### src/rtl/bf16_pkg.sv
// Shared definitions for the bf16 divider: FSM states and format constants.
// Latency: n/a (definitions only).
// Backpressure: n/a.
package bf16_pkg;

    typedef enum logic [1:0] {
        IDLE = 2'd0,
        DIV  = 2'd1,
        NORM = 2'd2,
        DONE = 2'd3
    } state_t;

    localparam int         BF16_BIAS    = 127;
    localparam logic [7:0] BF16_EXP_MAX = 8'hFF;
    localparam int         DIV_STEPS    = 10;

    // Exponent field of zero means zero; denormals are flushed.
    function automatic logic bf16_is_zero(input logic [15:0] v);
        return (v[14:7] == 8'h00);
    endfunction

endpackage

### src/rtl/bf16_div_step.sv
// One restoring-division step: compare, conditionally subtract, shift remainder.
// Latency: combinational.
// Backpressure: none; the caller decides when to register the outputs.
module bf16_div_step (
    input  logic [9:0] rem,
    input  logic [7:0] divisor,
    output logic       qbit,
    output logic [9:0] rem_next
);

    logic [9:0] kept;

    // Subtract when the divisor fits, then shift the partial remainder left.
    always_comb begin
        qbit     = (rem >= {2'b00, divisor});
        kept     = qbit ? (rem - {2'b00, divisor}) : rem;
        rem_next = kept << 1;
    end

endmodule

### src/rtl/bf16_divider.sv
// Iterative bf16 divider (a/b), one quotient bit per cycle, round on guard&sticky.
// Latency: result valid 11 edges after the accept edge (1 for zero operands).
// Backpressure: single transaction in flight; result held in DONE until out_ready.
module bf16_divider
    import bf16_pkg::*;
(
    input  logic        clk,
    input  logic        rst_n,
    input  logic        in_valid,
    output logic        in_ready,
    input  logic [15:0] a_operand,
    input  logic [15:0] b_operand,
    output logic        out_valid,
    input  logic        out_ready,
    output logic [15:0] result,
    output logic        div_by_zero
);

    localparam logic signed [9:0] BIAS10 = 10'(BF16_BIAS);

    state_t      state_q, state_d;
    logic        sign_q, a_zero_q, b_zero_q;
    logic [7:0]  ea_q, eb_q, mb_q;
    logic [9:0]  rem_q, quo_q;
    logic [3:0]  cnt_q;
    logic [15:0] result_q;
    logic        dz_q;

    logic        accept;
    logic        qbit;
    logic [9:0]  rem_next;

    logic [6:0]        mant_pre, mant_fin;
    logic              guard, sticky;
    logic [7:0]        mant_sum;
    logic signed [9:0] e_pre, e_rnd;
    logic [15:0]       norm_res, final_res;
    logic              final_dz;

    assign accept = in_valid && in_ready;

    bf16_div_step u_step (
        .rem      (rem_q),
        .divisor  (mb_q),
        .qbit     (qbit),
        .rem_next (rem_next)
    );

    // State register.
    always_ff @(posedge clk or negedge rst_n) begin
        if (!rst_n) state_q <= IDLE;
        else        state_q <= state_d;
    end

    // Next-state logic and handshake outputs.
    always_comb begin
        state_d   = state_q;
        in_ready  = 1'b0;
        out_valid = 1'b0;
        case (state_q)
            IDLE: begin
                in_ready = 1'b1;
                if (in_valid) begin
                    if (bf16_is_zero(a_operand) || bf16_is_zero(b_operand)) state_d = NORM;
                    else                                                     state_d = DIV;
                end
            end
            DIV:  if (cnt_q == 4'(DIV_STEPS - 1)) state_d = NORM;
            NORM: state_d = DONE;
            DONE: begin
                out_valid = 1'b1;
                if (out_ready) state_d = IDLE;
            end
            default: state_d = IDLE;
        endcase
    end

    // Operand capture, division iterations and result register.
    always_ff @(posedge clk or negedge rst_n) begin
        if (!rst_n) begin
            sign_q   <= 1'b0;
            a_zero_q <= 1'b0;
            b_zero_q <= 1'b0;
            ea_q     <= 8'd0;
            eb_q     <= 8'd0;
            mb_q     <= 8'd0;
            rem_q    <= 10'd0;
            quo_q    <= 10'd0;
            cnt_q    <= 4'd0;
            result_q <= 16'h0000;
            dz_q     <= 1'b0;
        end else begin
            if (accept) begin
                sign_q   <= a_operand[15] ^ b_operand[15];
                a_zero_q <= bf16_is_zero(a_operand);
                b_zero_q <= bf16_is_zero(b_operand);
                ea_q     <= a_operand[14:7];
                eb_q     <= b_operand[14:7];
                mb_q     <= {1'b1, b_operand[6:0]};
                rem_q    <= {2'b01, a_operand[6:0]};
                quo_q    <= 10'd0;
                cnt_q    <= 4'd0;
            end else if (state_q == DIV) begin
                rem_q <= rem_next;
                quo_q <= {quo_q[8:0], qbit};
                cnt_q <= cnt_q + 4'd1;
            end else if (state_q == NORM) begin
                result_q <= final_res;
                dz_q     <= final_dz;
            end
        end
    end

    // Normalise the quotient, round on guard&sticky, then clamp the exponent.
    always_comb begin
        if (quo_q[9]) begin
            mant_pre = quo_q[8:2];
            guard    = quo_q[1];
            sticky   = quo_q[0] | (rem_q != 10'd0);
            e_pre    = $signed({2'b00, ea_q}) - $signed({2'b00, eb_q}) + BIAS10;
        end else begin
            mant_pre = quo_q[7:1];
            guard    = quo_q[0];
            sticky   = (rem_q != 10'd0);
            e_pre    = $signed({2'b00, ea_q}) - $signed({2'b00, eb_q}) + BIAS10 - 10'sd1;
        end
        mant_sum = {1'b0, mant_pre} + {7'd0, guard & sticky};
        if (mant_sum[7]) begin
            mant_fin = 7'd0;
            e_rnd    = e_pre + 10'sd1;
        end else begin
            mant_fin = mant_sum[6:0];
            e_rnd    = e_pre;
        end
        if (e_rnd <= 10'sd0)        norm_res = {sign_q, 15'd0};
        else if (e_rnd >= 10'sd255) norm_res = {sign_q, BF16_EXP_MAX, 7'h00};
        else                        norm_res = {sign_q, e_rnd[7:0], mant_fin};
        final_dz = 1'b0;
        if (b_zero_q) begin
            final_res = {sign_q, BF16_EXP_MAX, 7'h00};
            final_dz  = 1'b1;
        end else if (a_zero_q) begin
            final_res = {sign_q, 15'd0};
        end else begin
            final_res = norm_res;
        end
    end

    assign result      = result_q;
    assign div_by_zero = dz_q;

endmodule

### config.mk
export PLATFORM = sky130hd
export DESIGN_NAME = bf16_divider
export DESIGN_NICKNAME = d
export VERILOG_FILES = /design/src/rtl/bf16_pkg.sv /design/src/rtl/bf16_div_step.sv /design/src/rtl/bf16_divider.sv
export SDC_FILE = /design/constraint.sdc
export NUM_CORES = 1
export LEC_CHECK = 0
export ABC_CLOCK_PERIOD_IN_PS = 12400
export BUFFER_PORTS_ARGS = -buffer_cell sky130_fd_sc_hd__buf_2
export CAP_MARGIN = 10
export CORE_MARGIN = 3
export CORE_UTILIZATION = 50
export CTS_BUF_LIST = sky130_fd_sc_hd__clkbuf_4
export DETAILED_ROUTE_END_ITERATION = 8
export PLACE_DENSITY = 0.7
export SYNTH_ARGS = -nofsm -noshare
export SYNTH_HDL_FRONTEND = slang
export SYNTH_SLANG_ARGS = --single-unit
### constraint.sdc
create_clock -name clk -period 12.4 [get_ports clk]
set_input_delay 2.48 -clock clk [delete_from_list [all_inputs] [get_ports clk]]
set_output_delay 2.48 -clock clk [all_outputs]
set_load 0.1 [all_outputs]
==> impl_metrics.toml, run 1 <==
[synthesis]
syn-num-nets = 622
yosys_warnings = 0
synth_flop_cell = "dfrtp_1"
synth.largest_area_cell = "dfrtp_1"
ys_ff_latch = 70
syn_area_sq_mm = 0.004900
synth-seq-area-share = 0.3575
syn_area_per_cell_sq_um = 8.797
netlist.area_leader.share = 0.3575
yosys-top-cells-area = "dfrtp_1, nand2_1, ha_1"
ys_types = 72
netlist_instances = 557
async_flop_share = 1.000
synth_edf_count = 0

[placement]
pre_cts_slack_ns = 8.050
portBuffers = 54
post-dp-hpwl_um = 8094
gp_congestion = 0.8963

[critical_path]
cp.arrival_ns = 4.70
crit_path_end_kind = "flip-flop"
crit_fanout = 8
cp-start-kind = "flip-flop"
worstPathRequired_ns = 12.68
cp-startpoint = "ea_q[0]"
r2r_start = "ea_q[0]"
reg2reg_depth = 16
crit_type = "flip-flop to flip-flop"

[sta]
rsz0062_at_grt = "no"
finalCritPeriodShare = 0.3567
max_freq_mhz = 226.1
worst_slew_pin_slew_ns = 1.020
hold_violations = 0
tns_ns = 0
fin_skew_ns = 0.01180
fin_ws_ns = 7.977
timing.final.max_slew_violations = 0
finalSetupViolCount = 0
fin_crit_ns = 4.423
maxSlewHeadroom = 0.3197

[floorplan]
core-area_sq_mm = 0.009371
fp.dieW_um = 105.0
io_pins = 55
rows = 35
dieArea_sq_mm = 0.01102
dieHeight_um = 105.0
start_util = 0.5228

[clocking]
cts_buffers = 9
postCtsSetupRepairBufs = 0
cts_max_level = 3
clock_latency_ns = 0.43
clockBufferDepth = 2
root_buffer = "clkbuf_4"
cts_tree = "yes"
cts.clk_slew.worst_paths_ns = 0.13
cts.sinks = 70
ctsHoldBuffers = 0
cts.repair.resized = 0

[finish]
drive_gt1_frac = 0.1669
syn2layout_area_growth_pct = 10.39
n_antenna_cell = 0
final_nets = 665

[drt]
via_per_inst = 5.582
wl_per_cell_um = 14.88
drt-pass1-iter-count = 5
drt_iter0_drc = 160
wl_um = 10920
drtAntennaViolNets = 0
vias = 4097
drc = 0

[min_path]
hp-class = "flip-flop to flip-flop"
min_delay_path_depth = 2
holdCritStartpoint = "mb_q[7]"

[job]
drv_cap = 0

[outcome]
status = "completed"

[global_route]
grt_max_degree = 71
grt_pass1_wl_um = 18940
grt_pass1_vias = 4005
grt_overflow = 0
antenna_found_initial = 0
grt.total_usage = 0.2081
final timing paths:
kind | end | slack, ns
worst max-delay path | result[14] | 7.98
worst min-delay path | mb_q[7] | 0.47
worst max register to register | result[14] | 7.98
worst min register to register | mb_q[7] | 0.47
max in group asynchronous | ea_q[3] | 9.57
min in group asynchronous | result[14] | 2.20
routing by layer:
| metal | global-route usage | vias to the layer above | part of all wire |
|---|---|---|---|
| met4 | 0.07123 | 0 | 0.022 |
| met5 | 0 | - | 0 |
| met2 | 0.3327 | 75 | 0.48 |
| met3 | 0.04385 | 21 | 0.037 |
| li1 | - | 2036 | - |
| met1 | 0.2806 | 1965 | 0.46 |
worst max-delay path: stages (launching register included):
cell	delay, ns
dfrtp_1	0.38
inv_1	0.06
ha_1	0.16
inv_1	0.05
fa_1	0.48
inv_1	0.10
ha_1	0.14
nor2b_1	0.33
nand2_1	0.11
nor4_1	0.37
mux2i_4	0.17
xnor2_2	0.20
nor4_1	0.63
nor2_1	0.11
o211a_1	0.25
o211ai_1	0.56
a22oi_1	0.17
cell families after synthesis:
logic type	share of synthesized area
flops	0.3575
mux	0.04443
compound gates	0.1782
xor+xnor	0.08376
simple gates	0.2023
buf+inv	0.05464
fa+ha+maj	0.07916
stage by stage:
step	hold WS (ns)	std cells	cell area, sq um	utilization
floorplan	0.4181	557	4900	-
global placement	0.4319	718	5244	0.5595
detailed placement	0.4413	718	5244	0.5595
CTS	0.4737	734	5409	0.5772
global route	0.4933	734	5409	0.5772
finish	0.4697	734	5409	0.5772
placed cells by master, fill, tap and decap left out, drive strengths merged, types with 3 or more instances in the layout:
| master | count |
|---|---|
| a211oi | 3 |
| a21o | 4 |
| a21oi | 20 |
| a22oi | 8 |
| and2 | 10 |
| and3 | 3 |
| buf | 57 |
| clkbuf | 9 |
| clkinv | 3 |
| dfrtp | 70 |
| ha | 27 |
| inv | 41 |
| mux2 | 4 |
| mux2i | 16 |
| nand2 | 92 |
| nand3 | 17 |
| nand4 | 8 |
| nor2 | 35 |
| nor2b | 10 |
| nor3 | 7 |
| nor4 | 11 |
| o211ai | 10 |
| o21a | 5 |
| o21ai | 46 |
| o31ai | 3 |
| o32ai | 7 |
| or2 | 3 |
| xnor2 | 22 |
| xnor3 | 4 |
| xor2 | 11 |
state kept, by name, indices dropped and copies added (netlist names), 2 cells and up:
| register | cells |
|---|---|
| ea_q | 8 |
| result | 16 |
| eb_q | 8 |
| state_q | 2 |
| mb_q | 8 |
| cnt_q | 4 |
| quo_q | 10 |
| rem_q | 10 |
cell usage after synthesis (all sizes together) (2+ instances only):
cell,instances
a21o,4
and2,10
a31oi,2
mux2,4
nor2b,10
a2111oi,2
nor2,35
o22ai,2
nor4,11
nor3,7
ha,27
inv,40
clkbuf,21
nand3,17
o211ai,10
o21ai,46
buf,4
xnor2,22
o32ai,7
a211o,2
nand4,8
dfrtp,70
nand2,92
or4,2
o31ai,3
and3,3
fa,2
a211oi,3
a21boi,2
mux2i,16
or3,2
xnor3,4
o2111ai,2
or2,3
o211a,2
nand2b,2
a21oi,20
o21a,5
xor2,11
a22oi,8
final cells by class:
type	instances	area [sq um]
multi-input cells	422	2888
flip-flops and latches	70	1752
fillers	860	3963
inverters	40	150.1
well taps	129	161.4
clock inverters	7	97.59
clock buffers	9	67.56
repair buffers	57	292.8
Power of run 1 is left out: the tool's default activity adds up to more than one toggle a clock period on the data nets, which glitch-free logic cannot reach.
==> run 2: changes to the inputs <==
ABC_CLOCK_PERIOD_IN_PS = 4600   (was 12400)
clock period = 4.6 ns   (was 12.4 ns; I/O delays follow)
==> impl_metrics.toml, run 2 (synthesis results as in run 1) <==
[min_path]
hp-class = "flip-flop to flip-flop"

[critical_path]
crit_path_end_kind = "flip-flop"
cp_slowest_stage_delay_ns = 0.54
crit_path_frequent_cell = "inv_1"
crit_chain = "inv_1, ha_1, inv_1, fa_1, inv_1, ha_1, nor2b_1, nand2_1, o21ai_0, mux2i_4, or3_1, a2111oi_2, o2111ai_1, nand3_2, nand4_4, o32ai_1"
worst-path-buf-inv = 3
worstPathRequired_ns = 4.92
crit_family = "compound AO/OA/AOI/OAI gates"
cp-start-kind = "flip-flop"
cp.arrival_ns = 4.60
crit_type = "flip-flop to flip-flop"
slowest_stage = "a2111oi_2"
crit_fanout = 15

[finish]
regArea_sq_mm = 0.001752
final_common_cell = "nand2_1"
multiInputGateArea_sq_mm = 0.002894
n_antenna_cell = 0
layout_common_cells = "nand2_1, dfrtp_1, buf_2, o21ai_0, inv_1"
drive_gt1_frac = 0.1730
fillers = 853
largest_reg_flops = 16
final_nets = 667
syn2layout_area_growth_pct = 11.31
final_cells = 736

[drt]
vias = 4115
via_per_inst = 5.591
drt_iter0_drc = 205
drc = 0
wl_per_cell_um = 14.88
drt-pass1-iter-count = 4
wl_um = 10950
drtAntennaViolNets = 0

[global_route]
grt.total_usage = 0.2063
grt_pass1_wl_um = 18890
grt_max_degree = 65
grt_overflow = 0
grt_pass1_vias = 4015
antenna_found_initial = 0

[clocking]
clock_latency_ns = 0.42
ctsHoldBuffers = 0
cts.sinks = 70
cts.clk_slew.worst_paths_ns = 0.13
postCtsSetupRepairBufs = 0
root_buffer = "clkbuf_4"
cts_tree = "yes"
clockBufferDepth = 2
cts_max_level = 3
cts_buffers = 9

[sta]
worst_slew_pin_slew_ns = 1.023
fin_ws_ns = 0.3127
maxSlewHeadroom = 0.3179
timing.final.max_slew_violations = 0
hold_ws_ns = 0.4666
finalSetupViolCount = 0
max_freq_mhz = 233.2
finalCritPeriodShare = 0.9320
fin_crit_ns = 4.287
fin_skew_ns = 0.01201
hold_violations = 0

[floorplan]
fp.dieW_um = 105.0
io_pins = 55
dieHeight_um = 105.0
rows = 35
dieArea_sq_mm = 0.01102
core-area_sq_mm = 0.009371
start_util = 0.5228

[placement]
post-dp-hpwl_um = 8167
dp.cells = 720
portBuffers = 54
gp_congestion = 0.9127
pre_cts_slack_ns = 0.2885

[outcome]
status = "completed"

[job]
drv_cap = 0
run 2: through the flow:
| step | instance area (sq um) | util | TNS (ns) |
|---|---|---|---|
| after floorplan | 4900 | - | 0 |
| after global routing | 5454 | 0.5820 | -0.04821 |
| after global placement | 5259 | 0.5611 | 0 |
| final | 5454 | 0.5820 | 0 |
| after detailed placement | 5259 | 0.5611 | 0 |
| after CTS | 5448 | 0.5813 | 0 |
run 2: area by class of cell:
| class | instances | area share |
|---|---|---|
| clock buffer | 9 | 0.01239 |
| inverter | 40 | 0.02753 |
| timing repair buffer | 59 | 0.05643 |
| tap | 129 | 0.02959 |
| multi-input combinational | 422 | 0.5306 |
| sequential | 70 | 0.3212 |
| clock inverter | 7 | 0.02225 |
run 2: timing repair:
action | CTS | global route
endpoints found under the setup margin | 0 | 13
resized for setup | 0 | 1
hold endpoints to repair | 0 | 0
run 2: path summary, 6_finish.rpt:
| kind | startpoint | depth (start not counted) | endpoint | slack [ns] |
|---|---|---|---|---|
| setup / recovery | ea_q[0] | 16 | result[3] | 0.31 |
| hold / removal | mb_q[7] | 2 | mb_q[7] | 0.47 |
| setup reg to reg | ea_q[0] | 16 | result[3] | 0.31 |
| hold reg to reg | mb_q[7] | 2 | mb_q[7] | 0.47 |
| max in group asynchronous | rst_n | 2 | ea_q[1] | 3.00 |
| min in group asynchronous | rst_n | 1 | result[12] | 0.67 |
run 2: routing by layer:
layer  global-route usage  wire length, um  vias to the layer above
met5                    0                0                        -
met2               0.3456             5343                       66
met1               0.2763             5144                     1993
met3              0.03335              290                       14
met4              0.05904              170                        0
li1                     -                -                     2042
run 2: worst min-delay path, stage by stage, from the launching register on:
cell and delay (ns):
dfrtp_1 0.35, inv_1 0.05, nand2_1 0.05
Power of run 2 is left out for the same reason.
==> run 3: changes to the inputs <==
RECOVER_POWER = 100   (was unset)
==> impl_metrics.toml, run 3 (synthesis results as in run 1) <==
[outcome]
status = "finished, violations left"
violations = "max-capacitance violations, max-slew violations"

[clocking]
cts_buffers = 9
root_buffer = "clkbuf_4"
cts.clk_slew.worst_paths_ns = 0.13
cts.sinks = 70
clockBufferDepth = 2
cts_max_level = 3
clock_latency_ns = 0.42
ctsHoldBuffers = 0
cts_tree = "yes"

[critical_path]
cp_slowest_stage_delay_ns = 0.49
crit_type = "flip-flop to flip-flop"
cp.arrival_ns = 4.56
crit_fanout = 15
crit_chain = "inv_1, ha_1, inv_1, fa_1, inv_1, ha_1, xnor3_1, a32oi_1, xnor3_1, nor2_1, xnor3_1, o211ai_1, or3b_1, or4_1, nand4_4, a22oi_1"
cp-start-kind = "flip-flop"
worst-path-buf-inv = 3
slowest_stage = "fa_1"
worstPathRequired_ns = 4.87
crit_family = "simple AND/OR/NAND/NOR gates"
crit_path_end_kind = "flip-flop"

[drt]
via_per_inst = 5.595
vias = 4118
drt-pass1-iter-count = 4
drt_iter0_drc = 191
drc = 0
wl_per_cell_um = 14.90
wl_um = 10970
drtAntennaViolNets = 0

[floorplan]
fp.dieW_um = 105.0
io_pins = 55
dieHeight_um = 105.0
start_util = 0.5228
dieArea_sq_mm = 0.01102
rows = 35
core-area_sq_mm = 0.009371

[finish]
final_common_cell = "nand2_1"
syn2layout_area_growth_pct = 9.959
drive_gt1_frac = 0.1236
fillers = 866
final_nets = 667
regArea_sq_mm = 0.001752
layout_common_cells = "nand2_1, dfrtp_1, o21ai_0, inv_1, nor2_1"
final_cells = 736
n_antenna_cell = 0
multiInputGateArea_sq_mm = 0.002861
largest_reg_flops = 16

[sta]
finalSetupViolCount = 0
fin_crit_ns = 4.288
max_freq_mhz = 233.2
hold_violations = 0
worst_slew_pin_slew_ns = 2.808
finalCritPeriodShare = 0.9322
maxSlewHeadroom = -0.8733
tns_ns = 0
fin_skew_ns = 0.01324
timing.final.max_slew_violations = 111

[placement]
dp.cells = 720
gp_congestion = 0.9127
portBuffers = 54
post-dp-hpwl_um = 8167

[global_route]
grt.total_usage = 0.2063
antenna_found_initial = 0
grt_max_degree = 65
grt_pass1_vias = 4015
grt_pass1_wl_um = 18890
grt_overflow = 0

[job]
drv_cap = 2

[min_path]
hp-class = "flip-flop to flip-flop"
run 3: through the flow:
step                area [sq um]  utilization  setup slack [ns]  hold WS, ns
global route                5388       0.5749          -0.03760       0.5009
floorplan                   4900            -            0.6151       0.4181
global placement            5259       0.5611            0.4626       0.4325
CTS                         5448       0.5813            0.2532       0.4712
finish                      5388       0.5749            0.3120       0.4689
detailed placement          5259       0.5611            0.2885       0.4402
run 3: timing repair:
action                                 in CTS  in global routing
buffers inserted                            0                  0
endpoints found under the hold margin       0                  0
gates resized for setup                     0                  1
setup endpoints to repair                   0                 13
run 3: final timing paths:
kind	from	end	slack [ns]	cells after the start
worst max-delay path	ea_q[0]	result[11]	0.31	16
worst min-delay path	mb_q[7]	mb_q[7]	0.47	2
worst max register to register	ea_q[0]	result[11]	0.31	16
worst min register to register	mb_q[7]	mb_q[7]	0.47	2
max in group asynchronous	rst_n	ea_q[1]	1.11	2
min in group asynchronous	rst_n	result[12]	1.24	1
run 3: area by class of cell:
type                       instances  share of cell area
multi-input combinational        422              0.5311
sequential                        70              0.3251
timing repair buffer              59             0.05086
tap                              129             0.02996
inverter                          40             0.02787
clock inverter                     7             0.02253
clock buffer                       9             0.01254
run 3: tightest hold or removal path, cell delays in order, from the launching register on:
cell	delay, ns
dfrtp_1	0.35
inv_1	0.05
nand2_1	0.05
run 3: layer usage:
layer | part of all wire | wire length [um] | GRT usage
met5 | 0 | 0 | 0
met4 | 0.016 | 170 | 0.05904
met3 | 0.032 | 351 | 0.03335
met2 | 0.48 | 5309 | 0.3456
met1 | 0.47 | 5135 | 0.2763
Power of run 3 is left out for the same reason.
